$ cat config.mk
export PLATFORM = sky130hd
export DESIGN_NAME = manchester_decoder
export DESIGN_NICKNAME = d
export VERILOG_FILES = /design/src/rtl/manchester_decoder.sv
export SDC_FILE = /design/constraint.sdc
export NUM_CORES = 1
export LEC_CHECK = 0
export CAP_MARGIN = 20
export CORE_MARGIN = 10
export CORE_UTILIZATION = 45
export CTS_CLUSTER_SIZE = 25
export DETAILED_ROUTE_END_ITERATION = 6
export PLACE_DENSITY = 0.65
export SETUP_SLACK_MARGIN = 0.2
export SLEW_MARGIN = 40
export SYNTH_ARGS = -nofsm -noshare
export SYNTH_HDL_FRONTEND = slang
export SYNTH_SLANG_ARGS = --single-unit
$ cat constraint.sdc
create_clock -name clk16x -period 3.15 [get_ports clk16x]
set_input_delay 0.945 -clock clk16x [delete_from_list [all_inputs] [get_ports clk16x]]
set_output_delay 0.945 -clock clk16x [all_outputs]
set_load 0.005 [all_outputs]
$ cat src/rtl/manchester_decoder.sv
// Manchester line decoder. Oversamples rx on clk16x, locks onto the
// 3H-high / 3H-low sync preamble, then decodes LSB-first Manchester bytes,
// re-centring its bit timer on every mid-bit transition.
module manchester_decoder #(
   parameter int HALF_BIT_LEN = 40,
   parameter int TOL          = 8
) (
   input  logic       clk16x,
   input  logic       reset,
   input  logic       rx,
   output logic [7:0] data_out,
   output logic       data_valid,
   output logic       frame_active,
   output logic       frame_end,
   output logic       decode_error
);

   // Timing landmarks, all expressed in the 16-bit counter domain.
   localparam logic [15:0] HALF     = 16'(HALF_BIT_LEN);
   localparam logic [15:0] SYNC_MIN = 16'(3 * HALF_BIT_LEN - TOL);
   localparam logic [15:0] SYNC_MAX = 16'(3 * HALF_BIT_LEN + TOL);
   localparam logic [15:0] SYNC_END = 16'(3 * HALF_BIT_LEN - 1);
   localparam logic [15:0] MID_MIN  = 16'(HALF_BIT_LEN - TOL);
   localparam logic [15:0] MID_MAX  = 16'(HALF_BIT_LEN + TOL);
   localparam logic [15:0] S1_AT    = 16'(HALF_BIT_LEN / 2);
   localparam logic [15:0] S2_AT    = 16'(HALF_BIT_LEN + HALF_BIT_LEN / 2);
   localparam logic [15:0] BIT_END  = 16'(2 * HALF_BIT_LEN - 1);

   typedef enum logic [1:0] {
      IDLE      = 2'd0,
      SYNC_HIGH = 2'd1,
      SYNC_LOW  = 2'd2,
      DATA      = 2'd3
   } state_t;

   state_t      state, state_next;
   logic        rx_meta, rs, rs_d;
   logic [15:0] cnt, cnt_next;
   logic [2:0]  idx, idx_next;
   logic [7:0]  shreg, shreg_next;
   logic        s1, s1_next, s2, s2_next;
   logic [7:0]  data_out_next;
   logic        dv_next, fe_next, err_next;
   logic        rise, fall;

   assign rise = rs & ~rs_d;
   assign fall = ~rs & rs_d;

   // Input synchronizer plus the delay flop used for edge detection.
   always_ff @(posedge clk16x) begin
      if (reset) begin
         rx_meta <= 1'b0;
         rs      <= 1'b0;
         rs_d    <= 1'b0;
      end else begin
         rx_meta <= rx;
         rs      <= rx_meta;
         rs_d    <= rs;
      end
   end

   // State, counters, datapath and registered outputs.
   always_ff @(posedge clk16x) begin
      if (reset) begin
         state        <= IDLE;
         cnt          <= 16'd0;
         idx          <= 3'd0;
         shreg        <= 8'd0;
         s1           <= 1'b0;
         s2           <= 1'b0;
         data_out     <= 8'd0;
         data_valid   <= 1'b0;
         frame_end    <= 1'b0;
         decode_error <= 1'b0;
         frame_active <= 1'b0;
      end else begin
         state        <= state_next;
         cnt          <= cnt_next;
         idx          <= idx_next;
         shreg        <= shreg_next;
         s1           <= s1_next;
         s2           <= s2_next;
         data_out     <= data_out_next;
         data_valid   <= dv_next;
         frame_end    <= fe_next;
         decode_error <= err_next;
         frame_active <= (state_next == DATA);
      end
   end

   // Next-state logic: sync qualification, bit sampling, resync and bit evaluation.
   always_comb begin
      state_next    = state;
      cnt_next      = cnt;
      idx_next      = idx;
      shreg_next    = shreg;
      s1_next       = s1;
      s2_next       = s2;
      data_out_next = data_out;
      dv_next       = 1'b0;
      fe_next       = 1'b0;
      err_next      = 1'b0;

      case (state)
         IDLE: begin
            if (rise) begin
               state_next = SYNC_HIGH;
               cnt_next   = 16'd0;
            end else begin
               cnt_next = 16'd0;
            end
         end

         SYNC_HIGH: begin
            if (fall) begin
               if ((cnt >= SYNC_MIN) && (cnt <= SYNC_MAX)) begin
                  state_next = SYNC_LOW;
                  cnt_next   = 16'd0;
               end else begin
                  // Wrong-length pulse: treated as noise, not an error.
                  state_next = IDLE;
               end
            end else if (cnt > SYNC_MAX) begin
               // Stuck-high line; only a fresh rise can restart the search.
               state_next = IDLE;
            end else begin
               cnt_next = cnt + 16'd1;
            end
         end

         SYNC_LOW: begin
            if (rise && (cnt < SYNC_MIN)) begin
               err_next   = 1'b1;
               state_next = IDLE;
            end else if (cnt == SYNC_END) begin
               // A rise landing here is the first half of a 0 bit.
               state_next = DATA;
               cnt_next   = 16'd0;
               idx_next   = 3'd0;
               shreg_next = 8'd0;
            end else begin
               cnt_next = cnt + 16'd1;
            end
         end

         DATA: begin
            cnt_next = cnt + 16'd1;
            if (cnt == S1_AT) begin
               s1_next = rs;
            end else begin
               s1_next = s1;
            end
            if (cnt == S2_AT) begin
               s2_next = rs;
            end else begin
               s2_next = s2;
            end

            if (cnt == BIT_END) begin
               if (s1 != s2) begin
                  shreg_next[idx] = s2;
                  cnt_next        = 16'd0;
                  if (idx == 3'd7) begin
                     data_out_next = {s2, shreg[6:0]};
                     dv_next       = 1'b1;
                     idx_next      = 3'd0;
                  end else begin
                     idx_next = idx + 3'd1;
                  end
               end else if (!s1 && (idx == 3'd0)) begin
                  // Line idle-low on a byte boundary: clean end of frame.
                  fe_next    = 1'b1;
                  state_next = IDLE;
               end else begin
                  err_next   = 1'b1;
                  shreg_next = 8'd0;
                  state_next = IDLE;
               end
            end else if ((rise || fall) && (cnt >= MID_MIN) && (cnt <= MID_MAX)) begin
               // Mid-bit transition re-centres the bit timer.
               cnt_next = HALF;
            end else begin
               cnt_next = cnt + 16'd1;
            end
         end

         default: begin
            state_next = IDLE;
            cnt_next   = 16'd0;
         end
      endcase
   end

endmodule

==> metrics.md, run 1 <==
| Metric | Value |
|---|---|
| Count of flip-flops with a built-in enable after synthesis | `0` |
| M3 GR Usage | `2.59%` |
| Accumulated negative setup slack | `0 ns` |
| Weighted congestion at the end of routability-driven global placement | `0.846` |
| Buffers inserted by post-CTS timing repair | `0` |
| Aggregate global-route resource usage | `13.0%` |
| Kind of end point of the critical path | `register` |
| Area Overhead vs Synth | `10.4%` |
| Antenna violation net count after detailed routing | `0` |
| Number of port buffers | `14` |
| Switching power of the nets | `0.000232 W` |
| Via count of the first global-routing pass | `1,975` |
| Cell area after synthesis | `2530 um^2` |
| Tmin final | `2.78 ns` |
| Count of hold buffers inserted by post-cts repair | `0` |
| Met1 Resource Use GR | `18.1%` |
| Total via count in the routed design | `2,284` |
| Total grt overflow | `0` |
| Floorplan core area | `5470 um^2` |
| CP startpoint kind | `register` |
| Synthesized net count | `330` |
| Primary flip-flop cell chosen by synthesis mapping | `dfxtp_1` |
| Power density of the placed cells | `378 nW/um^2` |
| Slew at the pin closest to its max-slew limit | `0.796 ns` |
| Number of diodes | `0` |
| Worst min-delay path category | `register to register` |
| Horiz. Die Dim | `95.0 um` |
| Unrepaired setup endpoints after global routing | `false` |
| Top cell type's share of synthesized area | `35.6%` |
| Nets | `331` |
| Pin count of the biggest net entering global routing | `34` |
| Synth cell count leaders | `45 x dfxtp_1, 34 x nor2_1, 32 x nand2_1` |
| Clk root buf | `clkbuf_8` |
| Run status | `complete, no violations` |
| Cell with the most instances after synthesis | `dfxtp_1` |
| Achievable frequency | `0.360 GHz` |
| Setup CP Type | `register to register` |
| Post-route fraction of the period consumed by the critical path | `88.3%` |
| Fraction of registers with async set/reset | `0%` |
| Resized cells post-CTS | `0` |
| Finished Layout Cells | `394` |
| Sequential fraction of the synthesis area | `35.6%` |
| Initial core utilization | `46.3%` |
| First-pass GRT wire length | `9.54 mm` |
| Number of antenna violations at the first check in global routing | `0` |
| Ports placed on the boundary | `15` |
| # setup viols final | `0` |
| Final design utilization | `51.1%` |
| Worst hold path depth | `1` |
| Number of CTS-inserted buffers | `5` |
| Power share of the combinational group | `3.9%` |
| CP max FO | `23` |
| Worst IR Drop VDD | `310 uV` |
| Routed Wire Length | `5.75 mm` |
| Count of synthesis-stage warnings from yosys | `0` |
| Worst setup margin | `0.369 ns` |
| Cell taking the most area after synthesis | `dfxtp_1` |
| Sequential Power Share | `54.4%` |
| Share of layout cells above drive strength 1 | `6.21%` |
| Switching portion of total power | `22.0%` |
| Arrival time at the worst endpoint | `2.98 ns` |
| Number of instances in the synthesized netlist | `320` |
| Leakage | `0.937 nW` |
| Estimated wirelength of the detail-placed design | `4.04 mm` |
| Number of distinct library cell variants in the gate-level netlist after synthesis | `52` |
| Final max-slew violation count | `0` |
| Top cells by area, synth | `dfxtp_1 36%, mux2i_1 5.5%, nor2_1 5.0%` |
| Total number of placement rows | `27` |
| Count of state elements after synthesis | `45` |
| Maximum buffer depth of the clock tree | `2` |
| Hold Vio Cnt, Final | `0` |
| Vertical die dimension | `95.0 um` |
| Filler instances | `540` |
| Clock-pin slew of the registers on the worst-case setup and hold paths | `0.09 ns` |
| Die outline area | `9030 um^2` |
| R2R depth | `6` |
| Number of remaining DRC errors | `0` |
| Sink count of the clock tree | `45` |
| Worst path required time | `3.35 ns` |
| Number of H-tree levels | `2` |
| Routed via count divided by cell count | `5.80` |
| Number of maximum-capacitance constraint violations | `0` |
| Clock tree from TritonCTS | `yes` |
| Violation count after the first detailed-routing iteration | `182` |
| Global routing's busiest layer | `met2` |
| DP Worst Slack | `0.344 ns` |
| Latest clock arrival within the worst-skew pair | `0.30 ns` |
| Global routing usage on met2 | `19.1%` |
| Clock Skew | `0.00902 ns` |
| Cell internal power dissipation | `0.000823 W` |
| Inst Count DP | `386` |
| First-pass iteration count of the detailed router | `5` |
| Wirelength per Cell | `14.6 um` |
| Clk network pwr share | `41.8%` |
| Worst slew margin | `46.2%` |
| Synthesized area divided by synthesized cell count | `7.91 um^2` |
power groups by stage:
| stage | registers (W) | clock network [W] | logic (W) |
|---|---|---|---|
| 6_report | 0.000574 | 0.000441 | 0.0000408 |
| 5_1_grt | 0.000575 | 0.000473 | 0.0000450 |
| 4_1_cts | 0.000574 | 0.000451 | 0.0000401 |
| 3_5_place_dp | 0.000587 | 0 | 0.0000398 |
| 3_3_place_gp | 0.000588 | 0 | 0.0000397 |
| 2_1_floorplan | 0.000585 | 0 | 0.0000320 |
state kept, by name (all words and copies together) (netlist names):
signal / flops
cnt: 16
data_out: 8
data_valid: 1
decode_error: 1
frame_active: 1
frame_end: 1
idx: 3
rs: 1
rs_d: 1
rx_meta: 1
s1: 1
s2: 1
shreg: 7
state: 2
layer usage:
layer  part of all wire [%]  wire length (um)
met2                     44              2520
met5                      0                 0
met3                    4.7               268
met4                    2.0               114
met1                     49              2840
area by class of cell:
type                       count  area [um^2]  share of cell area, %
timing repair buffer          17          163                   5.82
clock inverter                 2         38.8                   1.39
multi-input combinational    238         1480                   52.9
clock buffer                   6         72.6                   2.60
inverter                      14         52.6                   1.88
sequential                    45          901                   32.2
tap                           72         90.1                   3.22
worst paths after layout:
check / start / to / slack [ns]
worst max-delay path: cnt[8]$_SDFFE_PP0P_ / cnt[4]$_SDFFE_PP0P_ / 0.37
worst min register to register: rx_meta$_SDFF_PP0_ / rs$_SDFF_PP0_ / 0.44
worst min-delay path: rx_meta$_SDFF_PP0_ / rs$_SDFF_PP0_ / 0.44
worst max register to register: cnt[8]$_SDFFE_PP0P_ / cnt[4]$_SDFFE_PP0P_ / 0.37
cell families after synthesis:
family / after synthesis / synth area share (%)
AO/OA/AOI/OAI: 60 / 16.3
flip-flops: 45 / 35.6
multiplexers: 14 / 5.53
adder cells (fa/ha/maj): 7 / 3.46
XOR/XNOR: 1 / 0.346
buffers and inverters: 37 / 6.42
AND/OR/NAND/NOR: 156 / 32.4
cells in the final DEF, fill, tap and decap left out, types with 5 or more instances in the layout:
cell,Yosys,routed
ha_1,7,7
dfxtp_1,45,45
o21ai_0,6,6
a31oi_1,9,9
clkdlybuf4s50_1,0,14
nand3_1,19,19
nand2b_1,5,5
inv_1,14,14
nand2_1,32,32
or3_1,10,10
nor2b_1,5,5
nand4_1,6,6
nor3_1,15,15
nor2_1,34,33
a21oi_1,17,17
mux2i_1,14,14
clkbuf_8,0,5
stage by stage:
| stage | cell area [um^2] | hold slack, ns | power, W |
|---|---|---|---|
| floorplan | 2530 | 0.414 | 0.000617 |
| global placement | 2680 | 0.417 | 0.000627 |
| detailed placement | 2680 | 0.424 | 0.000627 |
| CTS | 2790 | 0.445 | 0.00106 |
| global route | 2800 | 0.466 | 0.00109 |
| finish | 2800 | 0.441 | 0.00106 |
critical path, stage by stage, from the launching register on:
cell	delay [ns]
dfxtp_1	0.36
or4_1	0.65
nor4_1	0.69
a21o_1	0.29
o21ai_4	0.18
and4b_1	0.23
a211o_1	0.25
No activity file was read; power rests on OpenSTA's default activity.
==> inputs of run 2 (changes only) <==
- CORE_UTILIZATION: 45 -> 30
- PLACE_DENSITY: 0.65 -> 0.48
==> run 2 against run 1 <==
Against the previous run:
- final area up 2.5%
- register-to-register slack improved by 0.04 ns
- highest routed layer unchanged
- clock power increased by 2%
- largest cell class unchanged
- clock skew down 0.0026 ns
- flip-flop and latch count unchanged
- critical endpoint is now data_out[7]$_SDFFE_PP0P_
- sequential share of layout area is 0.77 points lower
- power increased by 0.72%
- combinational power is 1% higher
- maximum frequency grew 1.4%
- sequential power is essentially flat
- routed wire length up 7.3%
- core utilization fell by 16 points
==> metrics.md, run 2 (synthesis gave the netlist of run 1 again) <==
| Metric | Value |
|---|---|
| Number of port buffers | `14` |
| Commonest non-fill, non-tap cell in the layout | `dfxtp_1` |
| CP startpoint kind | `register` |
| Area Overhead vs Synth | `13.1%` |
| Number of antenna violations at the first check in global routing | `0` |
| Finished Layout Cells | `431` |
| Inst Count DP | `423` |
| Estimated wirelength of the detail-placed design | `4.38 mm` |
| Met1 Resource Use GR | `12.5%` |
| CP max FO | `9` |
| Buffers inserted by post-CTS timing repair | `0` |
| Antenna violation net count after detailed routing | `0` |
| Number of flip-flops in the largest register | `16` |
| Total via count in the routed design | `2,232` |
| Clk root buf | `clkbuf_8` |
| Run status | `complete, no violations` |
| # setup viols final | `0` |
| Total grt overflow | `0` |
| Unrepaired setup endpoints after global routing | `false` |
| M3 GR Usage | `2.52%` |
| Share of layout cells above drive strength 1 | `7.06%` |
| Kind of end point of the critical path | `register` |
| Hold Vio Cnt, Final | `0` |
| Accumulated negative setup slack | `0 ns` |
| Slew at the pin closest to its max-slew limit | `0.812 ns` |
| Total number of placement rows | `33` |
| Aggregate global-route resource usage | `9.71%` |
| First-pass GRT wire length | `10.4 mm` |
| Sink count of the clock tree | `45` |
| Initial core utilization | `30.8%` |
| Clock Skew | `0.00642 ns` |
| Number of CTS-inserted buffers | `5` |
| Clock tree from TritonCTS | `yes` |
| Register name with the most flops | `cnt` |
| Resized cells post-CTS | `0` |
| Floorplan core area | `8220 um^2` |
| Violation count after the first detailed-routing iteration | `132` |
| Vertical die dimension | `112 um` |
| Tmin final | `2.74 ns` |
| Wirelength per Cell | `14.3 um` |
| Filler instances | `871` |
| Global routing's busiest layer | `met2` |
| Number of diodes | `0` |
| Critical-path cell list | `or4_1 > nor4_1 > and4_1 > mux2i_1 > nor2_1` |
| Arrival time at the worst endpoint | `2.94 ns` |
| Worst path slowest cell | `and4_1` |
| Number of remaining DRC errors | `0` |
| DP Worst Slack | `0.390 ns` |
| Via count of the first global-routing pass | `2,112` |
| Maximum buffer depth of the clock tree | `2` |
| Final design utilization | `34.9%` |
| Largest registers | `cnt: 16 flops, data_out: 8 flops, shreg: 7 flops` |
| Final max-slew violation count | `0` |
| Number of H-tree levels | `2` |
| Power density of the placed cells | `371 nW/um^2` |
| Ports placed on the boundary | `15` |
| Setup CP Type | `register to register` |
| Weighted congestion at the end of routability-driven global placement | `0.831` |
| Latest clock arrival within the worst-skew pair | `0.30 ns` |
| Achievable frequency | `0.365 GHz` |
| Count of hold buffers inserted by post-cts repair | `0` |
| First-pass iteration count of the detailed router | `4` |
| Nets | `335` |
| Clock-pin slew of the registers on the worst-case setup and hold paths | `0.09 ns` |
| Post-route fraction of the period consumed by the critical path | `87.1%` |
| Die outline area | `12,500 um^2` |
| Maximum single-stage delay on the critical path | `0.69 ns` |
| Worst setup margin | `0.408 ns` |
| Worst min-delay path category | `register to register` |
| Routed via count divided by cell count | `5.18` |
| Global routing usage on met2 | `15.5%` |
| Pin count of the biggest net entering global routing | `35` |
| Worst slew margin | `45.1%` |
| Routed Wire Length | `6.17 mm` |
| Worst IR Drop VDD | `158 uV` |
| Leakage | `0.955 nW` |
| Worst path required time | `3.34 ns` |
| Number of maximum-capacitance constraint violations | `0` |
| Horiz. Die Dim | `112 um` |
| Commonest cells after routing, fill and taps aside | `45 x dfxtp_1, 34 x nor2_1, 32 x nand2_1` |
## run 2: changes by cell type in the layout (fill, tap and decap cells not counted)
| cell | previous run | this run |
|---|---|---|
| buf_4 | 3 | 7 |
| nor2_1 | 33 | 34 |
| nor2_2 | 1 | 0 |
## run 2: power by group
group | leakage, nW | total [W] | internal [W] | switching (W)
Clock | 0.0554 | 0.000448 | 0.000239 | 0.000209
Sequential | 0.363 | 0.000574 | 0.000571 | 0.00000307
Combinational | 0.537 | 0.0000413 | 0.0000142 | 0.0000271
Total | 0.955 | 0.00106 | 0.000824 | 0.000240
## run 2: path summary, 6_finish.rpt
kind	to	from	cells past startpoint	slack [ns]
setup / recovery	data_out[7]$_SDFFE_PP0P_	cnt[8]$_SDFFE_PP0P_	5	0.41
hold / removal	rs$_SDFF_PP0_	rx_meta$_SDFF_PP0_	1	0.44
setup reg to reg	data_out[7]$_SDFFE_PP0P_	cnt[8]$_SDFFE_PP0P_	5	0.41
hold reg to reg	rs$_SDFF_PP0_	rx_meta$_SDFF_PP0_	1	0.44
## run 2: final cells by class
cell class              count  area, um^2  share of cell area, %
flip-flops and latches     45         901                   31.4
inverters                  14        52.6                   1.83
multi-input cells         238        1480                   51.5
clock buffers               6        72.6                   2.53
clock inverters             2        38.8                   1.35
well taps                 105         131                   4.59
repair buffers             21         193                   6.72
## run 2: through the flow
stage	hold slack, ns	total power, W	instance area, um^2
global route	0.480	0.00111	2870
global placement	0.417	0.000629	2750
floorplan	0.414	0.000617	2530
detailed placement	0.426	0.000629	2750
finish	0.441	0.00106	2870
CTS	0.448	0.00108	2860
## run 2: worst max-delay path, delay by kind of cell (launching register included)
kind | cells | cell delay, ns
muxes | 1 | 0.25
and+or+nand+nor | 4 | 2.02
DFF | 1 | 0.36
## run 2: routing by layer
layer,up-vias,wire (um)
li1,1164,-
met1,1039,3180
met2,27,2750
met3,2,202
met4,0,37
met5,-,0
==> inputs of run 3 (changes only) <==
- PLACE_DENSITY: 0.48 -> 0.42
==> run 3 against run 2 <==
Against the previous run:
- power is 1.1% lower
- core utilization up 0.20 points
- sequential share of layout area down 0.18 points
- global-route usage is 0.84 points higher
- first-iteration DRC count is 12% lower
- worst hold slack got worse by 0.00080 ns
- largest power group unchanged
==> metrics.md, run 3 (synthesis gave the netlist of run 1 again) <==
| Metric | Value |
|---|---|
| Run status | `complete, no violations` |
| Arrival time at the worst endpoint | `2.93 ns` |
| Ports placed on the boundary | `15` |
| Routed Wire Length | `6.60 mm` |
| Sequential Power Share | `54.6%` |
| End of the worst register-to-register path | `cnt[4]$_SDFFE_PP0P_` |
| R2R depth | `6` |
| Maximum buffer depth of the clock tree | `2` |
| Worst slew margin | `43.5%` |
| Filler instances | `862` |
| Number of remaining DRC errors | `0` |
| Resized cells post-CTS | `0` |
| Via count of the first global-routing pass | `2,114` |
| Post-route fraction of the period consumed by the critical path | `87.2%` |
| Power density of the placed cells | `365 nW/um^2` |
| Area Overhead vs Synth | `13.8%` |
| Setup CP Type | `register to register` |
| Accumulated negative setup slack | `0 ns` |
| Number of H-tree levels | `2` |
| Area taken by flip-flops and latches | `901 um^2` |
| Clk root buf | `clkbuf_8` |
| Wirelength per Cell | `15.2 um` |
| Largest registers | `cnt: 16 flops, data_out: 8 flops, shreg: 7 flops` |
| Routed via count divided by cell count | `5.22` |
| Cell internal power dissipation | `0.000817 W` |
| Global routing's busiest layer | `met1` |
| Worst IR Drop VDD | `134 uV` |
| Power share of the combinational group | `4.1%` |
| Number of flip-flops in the largest register | `16` |
| First-pass GRT wire length | `11.2 mm` |
| CP max FO | `18` |
| Worst hold path depth | `1` |
| Clock Skew | `0.00714 ns` |
| Buffers inserted by post-CTS timing repair | `0` |
| Finished Layout Cells | `433` |
| Achievable frequency | `0.364 GHz` |
| Estimated wirelength of the detail-placed design | `4.84 mm` |
| Unrepaired setup endpoints after global routing | `false` |
| Crit. Startpoint | `cnt[12]$_SDFFE_PP0P_` |
| Overall power consumption | `0.00105 W` |
| Inst Count DP | `426` |
| Tmin final | `2.75 ns` |
| Reg2Reg Launch Point | `cnt[12]$_SDFFE_PP0P_` |
| Number of maximum-capacitance constraint violations | `0` |
| Worst min-delay path endpoint | `rs$_SDFF_PP0_` |
| Global routing usage on met2 | `15.0%` |
| Sink count of the clock tree | `45` |
| Vertical die dimension | `112 um` |
| Kind of end point of the critical path | `register` |
| Number of diodes | `0` |
| Worst min-delay path category | `register to register` |
| Initial core utilization | `30.8%` |
| Total grt overflow | `0` |
| Commonest non-fill, non-tap cell in the layout | `dfxtp_1` |
| Register name with the most flops | `cnt` |
| Setup slack on the worst flop-to-flop path | `0.40 ns` |
| Total number of placement rows | `33` |
| Hold_ws | `0.440 ns` |
| Final max-slew violation count | `0` |
| Aggregate global-route resource usage | `10.5%` |
| # setup viols final | `0` |
| Horiz. Die Dim | `112 um` |
| Latest clock arrival within the worst-skew pair | `0.30 ns` |
| Die outline area | `12,500 um^2` |
| Hold Vio Cnt, Final | `0` |
| Pin count of the biggest net entering global routing | `26` |
| Final cell area excluding filler cells | `2880 um^2` |
| Number of port buffers | `14` |
| Leakage | `0.973 nW` |
| Count of hold buffers inserted by post-cts repair | `0` |
| Clock-pin slew of the registers on the worst-case setup and hold paths | `0.08 ns` |
| Clk network pwr share | `41.4%` |
| Share of layout cells above drive strength 1 | `8.54%` |
| Nets | `338` |
| Min-Delay Startpoint | `rx_meta$_SDFF_PP0_` |
| Multi-input logic area | `1480 um^2` |
| Floorplan core area | `8220 um^2` |
| Met1 Resource Use GR | `15.4%` |
| Total via count in the routed design | `2,261` |
| Switching power of the nets | `0.000235 W` |
| CP startpoint kind | `register` |
| Worst path required time | `3.34 ns` |
| Clock tree from TritonCTS | `yes` |
| Area after DPL | `2770 um^2` |
| Switching portion of total power | `22.4%` |
| Violation count after the first detailed-routing iteration | `116` |
| Slew at the pin closest to its max-slew limit | `0.836 ns` |
| Commonest cells after routing, fill and taps aside | `45 x dfxtp_1, 33 x nor2_1, 32 x nand2_1` |
| Antenna violation net count after detailed routing | `0` |
| M3 GR Usage | `2.20%` |
| Weighted congestion at the end of routability-driven global placement | `0.813` |
| Number of CTS-inserted buffers | `5` |
| Number of antenna violations at the first check in global routing | `0` |
| First-pass iteration count of the detailed router | `5` |
==> run 3: changes by cell type in the layout (fill, tap and decap cells not counted), sizes merged <==
cell	before	now
buf	7	10
clkbuf	6	5
==> run 3: cell type report <==
cell class | count | share of cell area (%)
multi-input cells | 238 | 51.3
flip-flops and latches | 45 | 31.3
repair buffers | 24 | 7.47
well taps | 105 | 4.56
clock buffers | 5 | 2.39
inverters | 14 | 1.82
clock inverters | 2 | 1.22
==> run 3: worst max-delay path by stage <==
stage	endpoint	slack (ns)
6_report	cnt[4]$_SDFFE_PP0P_	0.40
5_1_grt	cnt[4]$_SDFFE_PP0P_	0.25
4_1_cts	cnt[4]$_SDFFE_PP0P_	0.30
3_5_place_dp	cnt[4]$_SDFFE_PP0P_	0.29
3_3_place_gp	cnt[10]$_SDFFE_PP0P_	0.32
2_1_floorplan	cnt[10]$_SDFFE_PP0P_	0.78
==> run 3: critical path, cell delays in order (launching register included) <==
cell and delay (ns):
dfxtp_1 0.34, or4_1 0.68, or3_1 0.55, a211oi_2 0.28
o21ai_2 0.27, and4b_1 0.26, a211o_1 0.26
==> run 3: through the flow <==
| step | worst slack (ns) | util (%) |
|---|---|---|
| floorplan | 0.783 | - |
| global placement | 0.317 | 33.7 |
| detailed placement | 0.295 | 33.7 |
| CTS | 0.300 | 35.0 |
| global route | 0.245 | 35.1 |
| finish | 0.405 | 35.1 |
==> run 3: routing by layer <==
layer  vias to the layer above  routed length (um)
met3                         5                 243
met2                        37                2860
met5                         -                   0
met4                         0                  48
met1                      1051                3460
li1                       1168                   -
==> run 3: power by group through the flow <==
stage               logic (W)  registers, W  clock network [W]
CTS                 0.0000432      0.000574           0.000452
finish              0.0000428      0.000574           0.000435
floorplan           0.0000320      0.000585                  0
global placement    0.0000440      0.000588                  0
detailed placement  0.0000436      0.000587                  0
global route        0.0000481      0.000575           0.000475
